===== src/rtl/noc_pkg.sv =====
// Shared NoC definitions: flit-type encodings, mesh port IDs and route-mode selectors.
package noc_pkg;

    typedef enum logic [1:0] {
        FLIT_BODY   = 2'b00,
        FLIT_HEAD   = 2'b01,
        FLIT_TAIL   = 2'b10,
        FLIT_SINGLE = 2'b11
    } flit_type_e;

    localparam int unsigned PORT_RESOURCE = 0;
    localparam int unsigned PORT_LEFT     = 1;
    localparam int unsigned PORT_NORTH    = 2;
    localparam int unsigned PORT_RIGHT    = 3;
    localparam int unsigned PORT_SOUTH    = 4;
    localparam int unsigned PORT_NUM      = 5;
    localparam int unsigned PORT_ID_W     = 3;

    localparam int unsigned ROUTE_XY = 0;
    localparam int unsigned ROUTE_YX = 1;

    typedef enum logic {
        ST_IDLE = 1'b0,
        ST_PKT  = 1'b1
    } rt_state_e;

endpackage


===== src/rtl/dor_route_calc.sv =====
// Combinational dimension-order route decode: destination coordinates to one-hot output port.
module dor_route_calc
    import noc_pkg::*;
#(
    parameter int unsigned COL_CORD   = 0,
    parameter int unsigned ROW_CORD   = 0,
    parameter int unsigned COL_ADDR_W = 4,
    parameter int unsigned ROW_ADDR_W = 4,
    parameter int unsigned OUT_M      = 5,
    parameter int unsigned ROUTE_MODE = 0
) (
    input  logic [COL_ADDR_W-1:0] i_dest_col,
    input  logic [ROW_ADDR_W-1:0] i_dest_row,
    output logic [OUT_M-1:0]      o_sel
);

    localparam logic [COL_ADDR_W-1:0] L_COL = COL_ADDR_W'(COL_CORD);
    localparam logic [ROW_ADDR_W-1:0] L_ROW = ROW_ADDR_W'(ROW_CORD);

    logic                 w_col_gt;
    logic                 w_col_lt;
    logic                 w_row_gt;
    logic                 w_row_lt;
    logic [PORT_ID_W-1:0] w_col_port;
    logic [PORT_ID_W-1:0] w_row_port;
    logic [PORT_ID_W-1:0] w_port;
    logic [PORT_NUM-1:0]  w_onehot;

    assign w_col_gt = (i_dest_col > L_COL);
    assign w_col_lt = (i_dest_col < L_COL);
    assign w_row_gt = (i_dest_row > L_ROW);
    assign w_row_lt = (i_dest_row < L_ROW);

    // Per-dimension decision; RESOURCE when that dimension is already resolved.
    always_comb begin
        w_col_port = PORT_ID_W'(PORT_RESOURCE);
        w_row_port = PORT_ID_W'(PORT_RESOURCE);
        if (w_col_gt) begin
            w_col_port = PORT_ID_W'(PORT_RIGHT);
        end else if (w_col_lt) begin
            w_col_port = PORT_ID_W'(PORT_LEFT);
        end
        if (w_row_lt) begin
            w_row_port = PORT_ID_W'(PORT_NORTH);
        end else if (w_row_gt) begin
            w_row_port = PORT_ID_W'(PORT_SOUTH);
        end
    end

    // First dimension wins whenever it still has distance left.
    always_comb begin
        w_port = w_col_port;
        if (ROUTE_MODE == ROUTE_YX) begin
            w_port = (w_row_gt || w_row_lt) ? w_row_port : w_col_port;
        end else begin
            w_port = (w_col_gt || w_col_lt) ? w_col_port : w_row_port;
        end
    end

    assign w_onehot = PORT_NUM'(1) << w_port;
    assign o_sel    = OUT_M'(w_onehot);

endmodule


===== src/rtl/dor_route_unit.sv =====
// Per-input-port route stage: decodes head flits, holds the route for the packet,
// and registers flit plus one-hot output select in a single pipeline stage.
module dor_route_unit
    import noc_pkg::*;
#(
    parameter int unsigned COL_CORD   = 0,
    parameter int unsigned ROW_CORD   = 0,
    parameter int unsigned COL_ADDR_W = 4,
    parameter int unsigned ROW_ADDR_W = 4,
    parameter int unsigned DATA_W     = 16,
    parameter int unsigned OUT_M      = 5,
    parameter int unsigned ROUTE_MODE = 0
) (
    input  logic              clk_i,
    input  logic              rst_ni,
    input  logic [DATA_W+1:0] flit_i,
    input  logic              valid_i,
    output logic              ready_o,
    output logic [DATA_W+1:0] flit_o,
    output logic              valid_o,
    input  logic              ready_i,
    output logic [OUT_M-1:0]  oc_sel_o,
    output logic              err_o,
    output logic              busy_o
);

    localparam int unsigned FLIT_W = DATA_W + 2;

    rt_state_e          r_state;
    rt_state_e          w_state_nxt;
    logic [OUT_M-1:0]   r_route;
    logic [OUT_M-1:0]   w_route_nxt;
    logic [OUT_M-1:0]   w_calc_sel;
    logic [OUT_M-1:0]   w_sel_nxt;
    logic               w_load;
    logic               w_err_nxt;
    logic               w_accept;
    flit_type_e         w_ftype;

    logic [FLIT_W-1:0]  r_flit;
    logic [OUT_M-1:0]   r_sel;
    logic               r_valid;
    logic               r_err;

    assign w_ftype  = flit_type_e'(flit_i[DATA_W+1:DATA_W]);
    assign ready_o  = !r_valid || ready_i;
    assign w_accept = valid_i && ready_o;

    dor_route_calc #(
        .COL_CORD   (COL_CORD),
        .ROW_CORD   (ROW_CORD),
        .COL_ADDR_W (COL_ADDR_W),
        .ROW_ADDR_W (ROW_ADDR_W),
        .OUT_M      (OUT_M),
        .ROUTE_MODE (ROUTE_MODE)
    ) u_route_calc (
        .i_dest_col (flit_i[COL_ADDR_W-1:0]),
        .i_dest_row (flit_i[COL_ADDR_W+ROW_ADDR_W-1:COL_ADDR_W]),
        .o_sel      (w_calc_sel)
    );

    // Packet state and held route.
    always_ff @(posedge clk_i or negedge rst_ni) begin
        if (!rst_ni) begin
            r_state <= ST_IDLE;
            r_route <= '0;
        end else begin
            r_state <= w_state_nxt;
            r_route <= w_route_nxt;
        end
    end

    // Next state, route latch and output-register load decision per accepted flit.
    always_comb begin
        w_state_nxt = r_state;
        w_route_nxt = r_route;
        w_sel_nxt   = r_route;
        w_load      = 1'b0;
        w_err_nxt   = 1'b0;
        if (w_accept) begin
            unique case (r_state)
                ST_IDLE: begin
                    unique case (w_ftype)
                        FLIT_HEAD: begin
                            w_load      = 1'b1;
                            w_sel_nxt   = w_calc_sel;
                            w_route_nxt = w_calc_sel;
                            w_state_nxt = ST_PKT;
                        end
                        FLIT_SINGLE: begin
                            w_load    = 1'b1;
                            w_sel_nxt = w_calc_sel;
                        end
                        default: begin
                            // Orphan body/tail: drained but dropped.
                            w_err_nxt = 1'b1;
                        end
                    endcase
                end
                ST_PKT: begin
                    w_load = 1'b1;
                    unique case (w_ftype)
                        FLIT_HEAD: begin
                            w_sel_nxt   = w_calc_sel;
                            w_route_nxt = w_calc_sel;
                            w_err_nxt   = 1'b1;
                        end
                        FLIT_SINGLE: begin
                            w_sel_nxt   = w_calc_sel;
                            w_err_nxt   = 1'b1;
                            w_state_nxt = ST_IDLE;
                        end
                        FLIT_TAIL: begin
                            w_state_nxt = ST_IDLE;
                        end
                        default: begin
                            w_sel_nxt = r_route;
                        end
                    endcase
                end
                default: begin
                    w_state_nxt = ST_IDLE;
                end
            endcase
        end
    end

    // Output pipeline register; contents frozen while stalled downstream.
    always_ff @(posedge clk_i or negedge rst_ni) begin
        if (!rst_ni) begin
            r_flit  <= '0;
            r_sel   <= '0;
            r_valid <= 1'b0;
            r_err   <= 1'b0;
        end else begin
            r_err <= w_err_nxt;
            if (w_load) begin
                r_flit  <= flit_i;
                r_sel   <= w_sel_nxt;
                r_valid <= 1'b1;
            end else if (r_valid && ready_i) begin
                r_valid <= 1'b0;
            end
        end
    end

    assign flit_o   = r_flit;
    assign oc_sel_o = r_sel;
    assign valid_o  = r_valid;
    assign err_o    = r_err;
    assign busy_o   = (r_state == ST_PKT);

endmodule


===== config.mk =====
export PLATFORM = sky130hd
export DESIGN_NAME = dor_route_unit
export DESIGN_NICKNAME = d
export VERILOG_FILES = /design/src/rtl/noc_pkg.sv /design/src/rtl/dor_route_calc.sv /design/src/rtl/dor_route_unit.sv
export SDC_FILE = /design/constraint.sdc
export NUM_CORES = 1
export LEC_CHECK = 0
export ABC_AREA = 1
export CORE_MARGIN = 2
export CORE_UTILIZATION = 46
export DETAILED_ROUTE_END_ITERATION = 10
export PLACE_DENSITY = 0.84
export SLEW_MARGIN = 10
export SYNTH_ARGS = -nofsm -noshare
export SYNTH_HDL_FRONTEND = slang
export SYNTH_SLANG_ARGS = --single-unit
export TNS_END_PERCENT = 10

===== constraint.sdc =====
create_clock -name clk_i -period 3.6 [get_ports clk_i]
set_clock_uncertainty 0.15 [all_clocks]
set_input_delay 0.54 -clock clk_i [delete_from_list [all_inputs] [get_ports clk_i]]
set_output_delay 0.54 -clock clk_i [all_outputs]
set_load 0.02 [all_outputs]

==> metrics <==
final WL 2705 um; fin area 1787 um^2; Top FF cell, synth dfrtp_1; RSZ-0062 raised after global routing no; Root Buffer clkbuf_4; WS Path Type primary input to output pin; All-Layer GR Usage 18.82%; Sw Pwr 0.3030 mW; vias in the first global route 1,087; # placed instances 213; clock-pin slew of the registers on the worst-case setup and hold paths 150 ps; DR vias 1,029; Final Util 66.51%; mean post-synth cell area 9.157 um^2; die area 3183 um^2; drt first pass iters 4; share of the clock period used by the worst path 66.96%; Site Rows 19; Max Cap Viol 0; Synth top cells by count nand2_1 (58), dfrtp_1 (28), inv_1 (15), o21ai_2 (8), nand3_1 (5); Leakage Power 0.8848 nW; starting DRC count in detailed routing 22; number of synthesized flops with an enable pin 0; post_cts resized 0; Clk Latency, worst-skew pair 340 ps; setup TNS 0 ps; setup repair bufs after CTS 0; Layout Cells excl Fill 217; Clk pwr share 22.2%; Startpoint Class primary input; first-pass GRT wire length 4692 um; Final ANT Viol Nets 0; leading area contributor after synthesis dfrtp_1; Critical Path RT 2910 ps; drt wl/cell 12.47 um; post-synth top area share 55.45%; Pwr Density 527.9 nW/um^2; synth warn 0; drt via density 4.742; hpwl dp 1950 um; overall power 0.9433 mW; critical path peak fanout 4; Setup WS post-layout 1190 ps; most frequent cell after synthesis nand2_1; die width 56.42 um; global placement routability congestion 0.7755; placed cell areas 1734 um^2; share of cells above drive strength 1 12.90%; Flop pwr share 42.9%; switching part of the total power 32.12%; die height 56.42 um; hold_ws 348.8 ps; total CTS buffers 3; # port buffers 48; Mapped Cells 138; fin crit period 2410 ps; Synth cell types 21; TritonCTS clock tree built; sequential area share after synthesis 55.45%; final setup vio count 0; Bufs on Longest Clock Path 2; clk sinks 28; Worst slew margin 76.28%; top cells by area, synth dfrtp_1 (55%), nand2_1 (17%), o21ai_2 (5.5%), inv_1 (4.5%), buf_6 (2.7%); Worst Max-Slew Pin Slew 355.8 ps; fin. max-slew vios 0; largest net degree at the start of global routing 34; ys async rst share 100.0%; synthesized cell area 1264 um^2; #FFs+latches synth 28; H-tree depth 1; antenna diode count 0; status complete, no violations; initial antenna violation count 0; # IOs 49; # DRC 0; internal power 0.6403 mW; Max Fclk 414.9 MHz; crit path capture type output pin; Hold Buf Count CTS 0; pre-CTS setup slack 1194 ps; Initial Util 47.04%; Core ar. 2686 um^2; VDD IR-drop max 0.3754 mV; Final Hold Viols 0; Worst Path Arrival 1720 ps; nets 209; Tightest Hold Check Type flip-flop to flip-flop; Gate power share 34.9%; post-synthesis net count 160; Layout Area Growth over Synthesis 41.39%; GR Overflow Total 0
## layer usage
metal / GRT usage (%) / part of all wire, %
met3: 4.147 / 5.6
met2: 35.46 / 52
met4: 6.122 / 1.3
met5: 0 / 0
met1: 20.73 / 41
## power by group through the flow
stage	Clock, mW	Combinational, mW	Sequential (mW)
final	0.210	0.329	0.404
after global routing	0.223	0.353	0.413
after CTS	0.215	0.334	0.405
after detailed placement	0	0.331	0.411
after global placement	0	0.324	0.408
after floorplan	0	0.103	0.480
## path summary, 6_finish.rpt
check                      startpoint          end  slack [ps]  depth (start not counted)
setup / recovery              ready_i      ready_o        1190                          4
max in group asynchronous      rst_ni  oc_sel_o[2]        2640                          2
min in group asynchronous      rst_ni    flit_o[1]         400                          2
hold reg to reg             flit_o[9]    flit_o[9]         350                          2
setup reg to reg              valid_o  oc_sel_o[3]        2250                          7
hold / removal              flit_o[9]    flit_o[9]         350                          2
## sequential cells by signal, indices dropped and copies added (netlist names)
name      count
valid_o       1
busy_o        1
oc_sel_o      4
err_o         1
r_route       3
flit_o       18
## cells by family after synthesis
| kind of cell | after synthesis | share of synthesized area (%) |
|---|---|---|
| flip-flops | 28 | 55.45 |
| buffers and inverters | 23 | 10.40 |
| AND/OR/NAND/NOR | 74 | 26.53 |
| AO/OA/AOI/OAI | 13 | 7.624 |
## cell type report
| cell class | instances | area (um^2) |
|---|---|---|
| Multi-Input combinational cell | 87 | 431.7 |
| Inverter | 18 | 75.07 |
| Fill cell | 225 | 899.6 |
| Tap cell | 31 | 38.79 |
| Sequential cell | 28 | 700.7 |
| Timing Repair Buffer | 49 | 488.0 |
| Clock buffer | 3 | 22.52 |
| Clock inverter | 1 | 30.03 |
## cells in the final DEF (no fill, tap or decap)
cell type / instances
nor2_1: 3
inv_6: 1
nand2_2: 2
nor2_2: 1
nand3_2: 2
nand2_8: 1
inv_2: 1
dfrtp_1: 28
o21ai_0: 2
buf_4: 1
a21oi_1: 2
inv_4: 1
nand3_1: 5
clkbuf_4: 3
bufinv_16: 1
nor2_4: 1
nand2_4: 1
nand2_1: 58
clkdlybuf4s50_1: 48
o22ai_1: 1
o21ai_2: 8
inv_1: 15
## critical path: stages
cell	delay [ps]
clkdlybuf4s50_1	470
inv_2	40
nand2_4	70
clkdlybuf4s50_1	600
No activity file was read; power rests on OpenSTA's default activity.
